==> src/rtl/provocador_pkg.sv <==
// Shared definitions for the setup-time stimulus generator: timing defaults,
// FSM state encoding and the expected-verdict function.
package provocador_pkg;

    localparam int unsigned TICK_NS_DEF = 5;
    localparam int unsigned TSU_NS_DEF  = 30;

    typedef enum logic [1:0] {
        IDLE = 2'd0,
        ARM  = 2'd1,
        RUN  = 2'd2
    } state_t;

    // True when a D change placed 'off' ticks ahead of the clock edge lands
    // inside the setup window. Exactly tsu_ns of lead is still legal.
    function automatic logic viola_setup(input logic [15:0] off,
                                         input logic [15:0] tick_ns,
                                         input logic [15:0] tsu_ns);
        logic [31:0] lead_ns;
        lead_ns = 32'(off) * 32'(tick_ns);
        return lead_ns < 32'(tsu_ns);
    endfunction

endpackage

==> src/rtl/generador_fase.sv <==
// Phase counter for the divided flip-flop clock. Produces the registered
// CLK_FF and two look-ahead strobes (next-cycle rise, next-cycle launch) so
// the parent can update D_FF on the very same edge that moves CLK_FF.
module generador_fase #(
    parameter int DIV   = 16,
    parameter int OFF_W = 4
) (
    input  logic             CLK,
    input  logic             RESET,
    input  logic [OFF_W-1:0] cur_off,
    output logic             clk_ff,
    output logic             rise,
    output logic             launch
);

    localparam int PH_W = $clog2(DIV);

    logic [PH_W-1:0] phase;
    logic [PH_W-1:0] phase_next;
    logic [PH_W-1:0] launch_phase;

    // Next phase and the strobes decoded from it.
    always_comb begin
        phase_next   = (phase == PH_W'(DIV - 1)) ? '0 : phase + PH_W'(1);
        // cur_off never exceeds DIV/2, so DIV - cur_off stays in range except
        // for cur_off = 0, which folds onto the rising edge itself.
        launch_phase = (cur_off == '0) ? '0 : PH_W'(DIV - int'(cur_off));
        rise         = (phase_next == '0);
        launch       = (phase_next == launch_phase);
    end

    // Phase register and 50% duty CLK_FF, restarted high from phase 0.
    always_ff @(posedge CLK) begin
        // NOTE: state registers use non-blocking assignments so every flop
        // samples the pre-edge values, independent of statement order.
        if (RESET) begin
            phase  <= '0;
            clk_ff <= 1'b1;
        end else begin
            phase  <= phase_next;
            clk_ff <= (phase_next < PH_W'(DIV / 2));
        end
    end

endmodule

==> src/rtl/provocador.sv <==
// Setup-time stimulus generator: drives CLK_FF/D_FF with D changes placed a
// programmed number of ticks before each CLK_FF rise, and reports the verdict
// a correct setup checker should give for every counted edge.
module provocador
    import provocador_pkg::*;
#(
    parameter int DIV     = 16,
    parameter int OFF_W   = 4,
    parameter int TICK_NS = TICK_NS_DEF,
    parameter int TSU_NS  = TSU_NS_DEF,
    parameter int NEDGES  = 4
) (
    input  logic             CLK,
    input  logic             RESET,
    input  logic             START,
    input  logic             SWEEP,
    input  logic [OFF_W-1:0] OFFSET,
    output logic             CLK_FF,
    output logic             D_FF,
    output logic             EXP_ALARM,
    output logic             BUSY,
    output logic             DONE
);

    localparam int HALF  = DIV / 2;
    localparam int CNT_W = $clog2(NEDGES + HALF + 2);

    state_t           state, state_n;
    logic             sweep, sweep_n;
    logic [OFF_W-1:0] cur_off, cur_off_n, off_sat;
    logic [CNT_W-1:0] edge_cnt, edge_cnt_n;
    logic             d_n, alarm_n, done_n, last_edge;
    logic             rise, launch;

    generador_fase #(
        .DIV   (DIV),
        .OFF_W (OFF_W)
    ) u_fase (
        .CLK     (CLK),
        .RESET   (RESET),
        .cur_off (cur_off),
        .clk_ff  (CLK_FF),
        .rise    (rise),
        .launch  (launch)
    );

    // Offsets above DIV/2 would move the D change into the CLK_FF high phase.
    assign off_sat = (OFFSET > OFF_W'(HALF)) ? OFF_W'(HALF) : OFFSET;

    // Next-state and next-output logic for the run sequencer.
    always_comb begin
        // NOTE: every variable gets a default first so no path leaves one
        // unassigned, which would otherwise infer a latch.
        state_n    = state;
        sweep_n    = sweep;
        cur_off_n  = cur_off;
        edge_cnt_n = edge_cnt;
        d_n        = D_FF;
        alarm_n    = EXP_ALARM;
        done_n     = 1'b0;
        last_edge  = sweep ? (cur_off == '0) : (edge_cnt == CNT_W'(NEDGES - 1));

        case (state)
            IDLE: begin
                if (START) begin
                    sweep_n    = SWEEP;
                    cur_off_n  = SWEEP ? OFF_W'(HALF) : off_sat;
                    edge_cnt_n = '0;
                    alarm_n    = 1'b0;
                    state_n    = ARM;
                end
            end
            ARM: begin
                // The first rise only aligns the run; nothing is launched for it.
                if (rise) state_n = RUN;
            end
            RUN: begin
                if (launch) d_n = ~D_FF;
                if (rise) begin
                    alarm_n    = viola_setup(16'(cur_off), 16'(TICK_NS), 16'(TSU_NS));
                    edge_cnt_n = edge_cnt + CNT_W'(1);
                    if (last_edge) begin
                        done_n  = 1'b1;
                        state_n = IDLE;
                    end else if (sweep) begin
                        cur_off_n = cur_off - OFF_W'(1);
                    end
                end
            end
            default: state_n = IDLE;
        endcase
    end

    // State and registered outputs; reset wins over any request.
    always_ff @(posedge CLK) begin
        if (RESET) begin
            state     <= IDLE;
            sweep     <= 1'b0;
            cur_off   <= '0;
            edge_cnt  <= '0;
            D_FF      <= 1'b0;
            EXP_ALARM <= 1'b0;
            BUSY      <= 1'b0;
            DONE      <= 1'b0;
        end else begin
            state     <= state_n;
            sweep     <= sweep_n;
            cur_off   <= cur_off_n;
            edge_cnt  <= edge_cnt_n;
            D_FF      <= d_n;
            EXP_ALARM <= alarm_n;
            BUSY      <= (state_n != IDLE);
            DONE      <= done_n;
        end
    end

endmodule

==> config.mk <==
export PLATFORM = sky130hd
export DESIGN_NAME = provocador
export DESIGN_NICKNAME = d
export VERILOG_FILES = /design/src/rtl/provocador_pkg.sv /design/src/rtl/generador_fase.sv /design/src/rtl/provocador.sv
export SDC_FILE = /design/constraint.sdc
export NUM_CORES = 1
export LEC_CHECK = 0
export ABC_AREA = 1
export CAP_MARGIN = 10
export CORE_MARGIN = 3
export CORE_UTILIZATION = 66
export CTS_CLUSTER_DIAMETER = 100
export DETAILED_ROUTE_END_ITERATION = 12
export DONT_BUFFER_PORTS = 1
export PLACE_DENSITY_LB_ADDON = 0.15
export SYNTH_ARGS = -nofsm -noshare
export SYNTH_HDL_FRONTEND = slang
export SYNTH_SLANG_ARGS = --single-unit
==> constraint.sdc <==
create_clock -name CLK -period 4.5 [get_ports CLK]
set_input_delay 0.9 -clock CLK [delete_from_list [all_inputs] [get_ports CLK]]
set_output_delay 0.9 -clock CLK [all_outputs]
set_load 0.01 [all_outputs]
[Word level (Yosys, flattened, before mapping)]
Cells that the tools add are included.
Storage, ports and cells
  register bits: 20
  word-level logic and storage cells: 62
  input port bits: 8
  output and inout port bits: 5
Cells by class
  order comparisons: 3
  reductions and logical operators: 10
  add/sub/neg operators: 4
  mux-type cells: 22
  bitwise operators: 3
  equal/unequal tests: 9
  $mul: 1
Operator list (count)
  4-bit 2-to-1 mux: 10
  4-bit one-hot mux with 2 select lines: 2
  4-bit by 1-bit adder with 4-bit output, second input constant: 2
  4-bit zero test: 2
  2-bit 2-to-1 mux: 4
  2-bit != test, second input constant: 4
  7-bit by 5-bit less-than comparator with 1-bit output, second input constant: 1
  4-bit by 3-bit multiplier with 7-bit output, second input constant: 1
  2-bit one-hot mux with 3 select lines: 1
  5-bit AND reduction: 1
  4-bit by 2-bit equality test with 1-bit output, second input constant: 1
  4-bit equality test: 1
  4-bit equality test, second input constant: 1
  4-bit greater-than comparator, second input constant: 1
  4-bit less-than comparator, second input constant: 1
  1-bit 2-to-1 mux: 4
  2-bit AND reduction: 2
  2-bit nonzero test: 2
  1-bit by 4-bit subtractor with 4-bit output, first input constant: 1
  4-bit by 1-bit subtractor with 4-bit output, second input constant: 1
  1-bit inverter: 3
  3-bit AND reduction: 1
  3-bit OR reduction: 1
  2-bit by 1-bit equality test with 1-bit output, second input constant: 1
  3 further kinds: 3

[Logic depth before layout (Yosys ltp)]
  depth after elaboration: 6
  gate-level depth with buffers: 12
  gate-level depth less buffers: 12

[Cells and area by module]
Synthesis repeated with hierarchy kept, for this count alone.
Second synthesis, totals
  cells, all modules: 182
  area, all modules: 1236.2 µm²
Modules (own cells, without submodules)
  provocador: area each 850.8 µm², cells an instance 119, seq. area each 300.3 µm², instances 1
  generador_fase: area each 385.4 µm², cells an instance 63, seq. area each 100.1 µm², instances 1

[Worst setup path before layout]
OpenSTA, ideal clock, no wires.
  kind: register to register
  start: reg cur_off[3]
  end: reg EXP_ALARM
  arrival: 1700 ps
  stages on the path, launching flop included: 9
  library setup time: 113 ps
  data required time: 4387 ps
  slack: 2687 ps
  period minus slack after synthesis: 1813 ps
  path buffers: 0
  cells stage by stage: dfxtp_1 -> ha_1 -> ha_1 -> fa_1 -> nand3_1 -> o21ai_0 -> nor2_1 -> nor2_1 -> nor2_1
On the way
  cells in the longest elaborated chain, start to end: 4
Ends and longest elaborated chain
  start, declared: RTL line provocador.sv:30  | logic [OFF_W-1:0] cur_off, cur_off_n, off_sat;
  start signal, assigned: RTL line provocador.sv:108  | cur_off <= cur_off_n;
  4-bit by 3-bit multiplier with 7-bit output: RTL line provocador_pkg.sv:20  | lead_ns = 32'(off) * 32'(tick_ns);
  7-bit by 5-bit less-than comparator with 1-bit output: RTL line provocador_pkg.sv:21  | return lead_ns < 32'(tsu_ns);
  1-bit 2-to-1 mux: RTL line provocador.sv:79  | if (rise) begin
  1-bit one-hot mux with 2 select lines: RTL line provocador.sv:63  | case (state)
  end signal, assigned: RTL line provocador.sv:111  | EXP_ALARM <= alarm_n;
  end, declared: RTL line provocador.sv:20  | output logic EXP_ALARM,
No other way between the ends. The select of a mux whose other input is x is not followed.
A chain may end at the register's enable or synchronous reset.

[Worst setup path in the final report]
Ends and elaborated chain as after synthesis.

==> results_dict.tcl <==
set metrics [dict create \
    status "completed" \
    ff2ff_setup_slack_ns 2.49 \
    grt_pass1_vias 997 \
    slew_headroom 0.717 \
    antenna_found_initial 0 \
    period_share 0.447 \
    finClkSkew_ns 0.00321 \
    drcViolationCount 0 \
    power_frac_seq 0.459 \
    min_from "sweep$_SDFFE_PP0P_" \
    grt_pass1_wl_um 4210 \
    required_ns 4.72 \
    drive_gt1_frac 0.0761 \
    diodes 0 \
    track_usage 0.230 \
    synth_edf_count 0 \
    whs_path_depth 1 \
    path_clk_slew_ns 0.12 \
    place_congestion 0.848 \
    pwr-share-comb 0.201 \
    synth_area_leader_cell "dfxtp_1" \
    final_nets 202 \
    antenna_left 0 \
    drt-pass1-iter-count 4 \
    numCtsBuffers 3 \
    synthCells 182 \
    die_height_um 48.7 \
    hold_path_end "sweep$_SDFFE_PP0P_" \
    pwr-share-clk 0.340 \
    wirelength_um 2480 \
    ioPinCount 13 \
    die_width_um 48.7 \
    hp-class "reg -> reg" \
    tritoncts "done" \
    r2r_start "cur_off[3]$_SDFFE_PP0P_" \
    p_per_area_nw_per_um2 347 \
    vias 1123 \
    initial_core_util 0.748 \
    synth_area_leaders "dfxtp_1 (33%), nand2_1 (15%), nand3_1 (8.7%), ha_1 (8.3%), nor2_1 (8.1%)" \
    ys_ff_latch 20 \
    critPathKind "reg -> reg" \
    p_leak_nw 0.613 \
    p_int_mw 0.312 \
    wl_per_cell_um 11.9 \
    placed_area_um2 1220 \
    p_switching_mw 0.130 \
    grt_setup_unrepaired "false" \
    row_count 14 \
    dp_hpwl_um 1890 \
    insertion_delay_ns 0.31 \
    grt_max_degree 16 \
    clock-sinks 20 \
    dr.max_layer_used "met4" \
    wl_met1_um 1090 \
    portBuffers 0 \
    gr-total-overflow 0 \
    synthFlopType "dfxtp_1" \
    cts_hold_buf 0 \
    wl_met3_um 146 \
    via_per_inst 5.40 \
    fill_cells 123 \
    wl_met2_um 1190 \
    post_cts_buffers 0 \
    final.min_clock_period_ns 2.01 \
    first_iter_violations 31 \
    fmaxAchievable_ghz 0.497 \
    startpoint_type "register" \
    htree_levels 1 \
    root_buffer "clkbuf_4" \
    crit_fanout 7 \
    reg2reg_depth 8 \
    yosysSeqAreaShare 0.332 \
    hold_viol 0 \
    maxSlewViolCount 0 \
    switching_share 0.294 \
    fin_setup_tns_ns 0 \
    vdd.ir_drop.worst_uv 270 \
    async_flop_share 0 \
    drv_cap 0 \
    coreArea_um2 1610 \
    synth_fp_nets 199 \
    syn_area_um2 1200 \
    cts_resized 0 \
    cp-end-kind "register" \
    tightest_slew_ns 0.424 \
    setup_violations 0 \
    finish.instance_area_um2 1270 \
    clk_path_buf_depth 2 \
    syn_area_per_cell_um2 6.62 \
    synth.most_common_cell "nand2_1" \
    yosysTopAreaCellShare 0.332 \
    yosysUniqueCellTypes 24 \
    ys_warn_count 0 \
    dieArea_um2 2370 \
    r2r-end "EXP_ALARM$_SDFFE_PP0P_" \
    syn_to_final_growth_pct 5.61 \
    arrival_ns 2.23 \
    synth_common_cells "nand2_1 (47), nor2_1 (26), nand3_1 (21)" \
]
[cell usage in the layout, fill, tap and decap left out, types with 5 or more instances in the layout]
cell type / instances
nand2_1: 47
o21ai_0: 5
dfxtp_1: 20
nand3_1: 21
ha_1: 8
nor2_1: 26
a21oi_1: 10
inv_1: 20
[power by group through the flow]
stage / Sequential [mW] / Clock [mW] / Combinational (mW)
2_1_floorplan: 0.204 / 0 / 0.0753
3_3_place_gp: 0.206 / 0 / 0.0834
3_5_place_dp: 0.207 / 0 / 0.0872
4_1_cts: 0.203 / 0.150 / 0.0886
5_1_grt: 0.205 / 0.158 / 0.104
6_report: 0.203 / 0.150 / 0.0886
[sequential cells by signal, summed over array words and instances, names as in the netlist]
signal and flops:
u_fase.phase 4, BUSY 1, EXP_ALARM 1, state 2, u_fase.clk_ff 1, DONE 1, cur_off 4, sweep 1
D_FF 1, edge_cnt 4
[worst max path at each step]
| stage | start | end | slack [ns] | depth (start not counted) |
|---|---|---|---|---|
| 2_1_floorplan | cur_off[3]$_SDFFE_PP0P_ | EXP_ALARM$_SDFFE_PP0P_ | 2.69 | 8 |
| 3_3_place_gp | cur_off[3]$_SDFFE_PP0P_ | EXP_ALARM$_SDFFE_PP0P_ | 2.62 | 8 |
| 3_5_place_dp | cur_off[3]$_SDFFE_PP0P_ | EXP_ALARM$_SDFFE_PP0P_ | 2.57 | 8 |
| 4_1_cts | cur_off[3]$_SDFFE_PP0P_ | EXP_ALARM$_SDFFE_PP0P_ | 2.49 | 8 |
| 5_1_grt | cur_off[3]$_SDFFE_PP0P_ | EXP_ALARM$_SDFFE_PP0P_ | 2.34 | 8 |
| 6_report | cur_off[3]$_SDFFE_PP0P_ | EXP_ALARM$_SDFFE_PP0P_ | 2.49 | 8 |
[metal layers]
metal / vias up / track usage
li1: 586 / -
met1: 505 / 0.284
met2: 27 / 0.378
met3: 5 / 0.0368
met4: 0 / 0.128
met5: - / 0
[metrics by stage]
step	setup WS (ns)	total power [mW]	hold slack, ns	std cells	utilization
floorplan	2.69	0.279	0.459	182	-
global placement	2.62	0.289	0.479	204	0.757
detailed placement	2.57	0.294	0.493	204	0.757
CTS	2.49	0.441	0.529	208	0.790
global route	2.34	0.467	0.559	208	0.790
finish	2.49	0.441	0.525	208	0.790
[critical path, stage by stage, from the launching register on]
cell	delay (ns)
dfxtp_1	0.45
ha_1	0.28
ha_1	0.22
fa_1	0.49
nand3_1	0.06
o21ai_0	0.19
nor2_1	0.07
nor2_1	0.10
nor2_1	0.06
[final cells by class]
cell class / instances / area, um^2 / area share
clock buffer: 3 / 22.5 / 0.0177
clock inverter: 1 / 30.0 / 0.0236
inverter: 25 / 93.8 / 0.0737
multi-input combinational: 135 / 696 / 0.547
sequential: 20 / 400 / 0.315
tap: 24 / 30.0 / 0.0236
[logic make-up (layout without fill, tap and decap cells)]
| kind of cell | count (synthesis) | after routing | share of synthesized area |
|---|---|---|---|
| AOI/OAI and AO/OA | 21 | 21 | 0.101 |
| and+or+nand+nor | 105 | 105 | 0.377 |
| adders and majority gates | 9 | 9 | 0.0997 |
| DFF | 20 | 20 | 0.332 |
| buffers and inverters | 27 | 29 | 0.0903 |
Power figures use the tool's default switching activity.
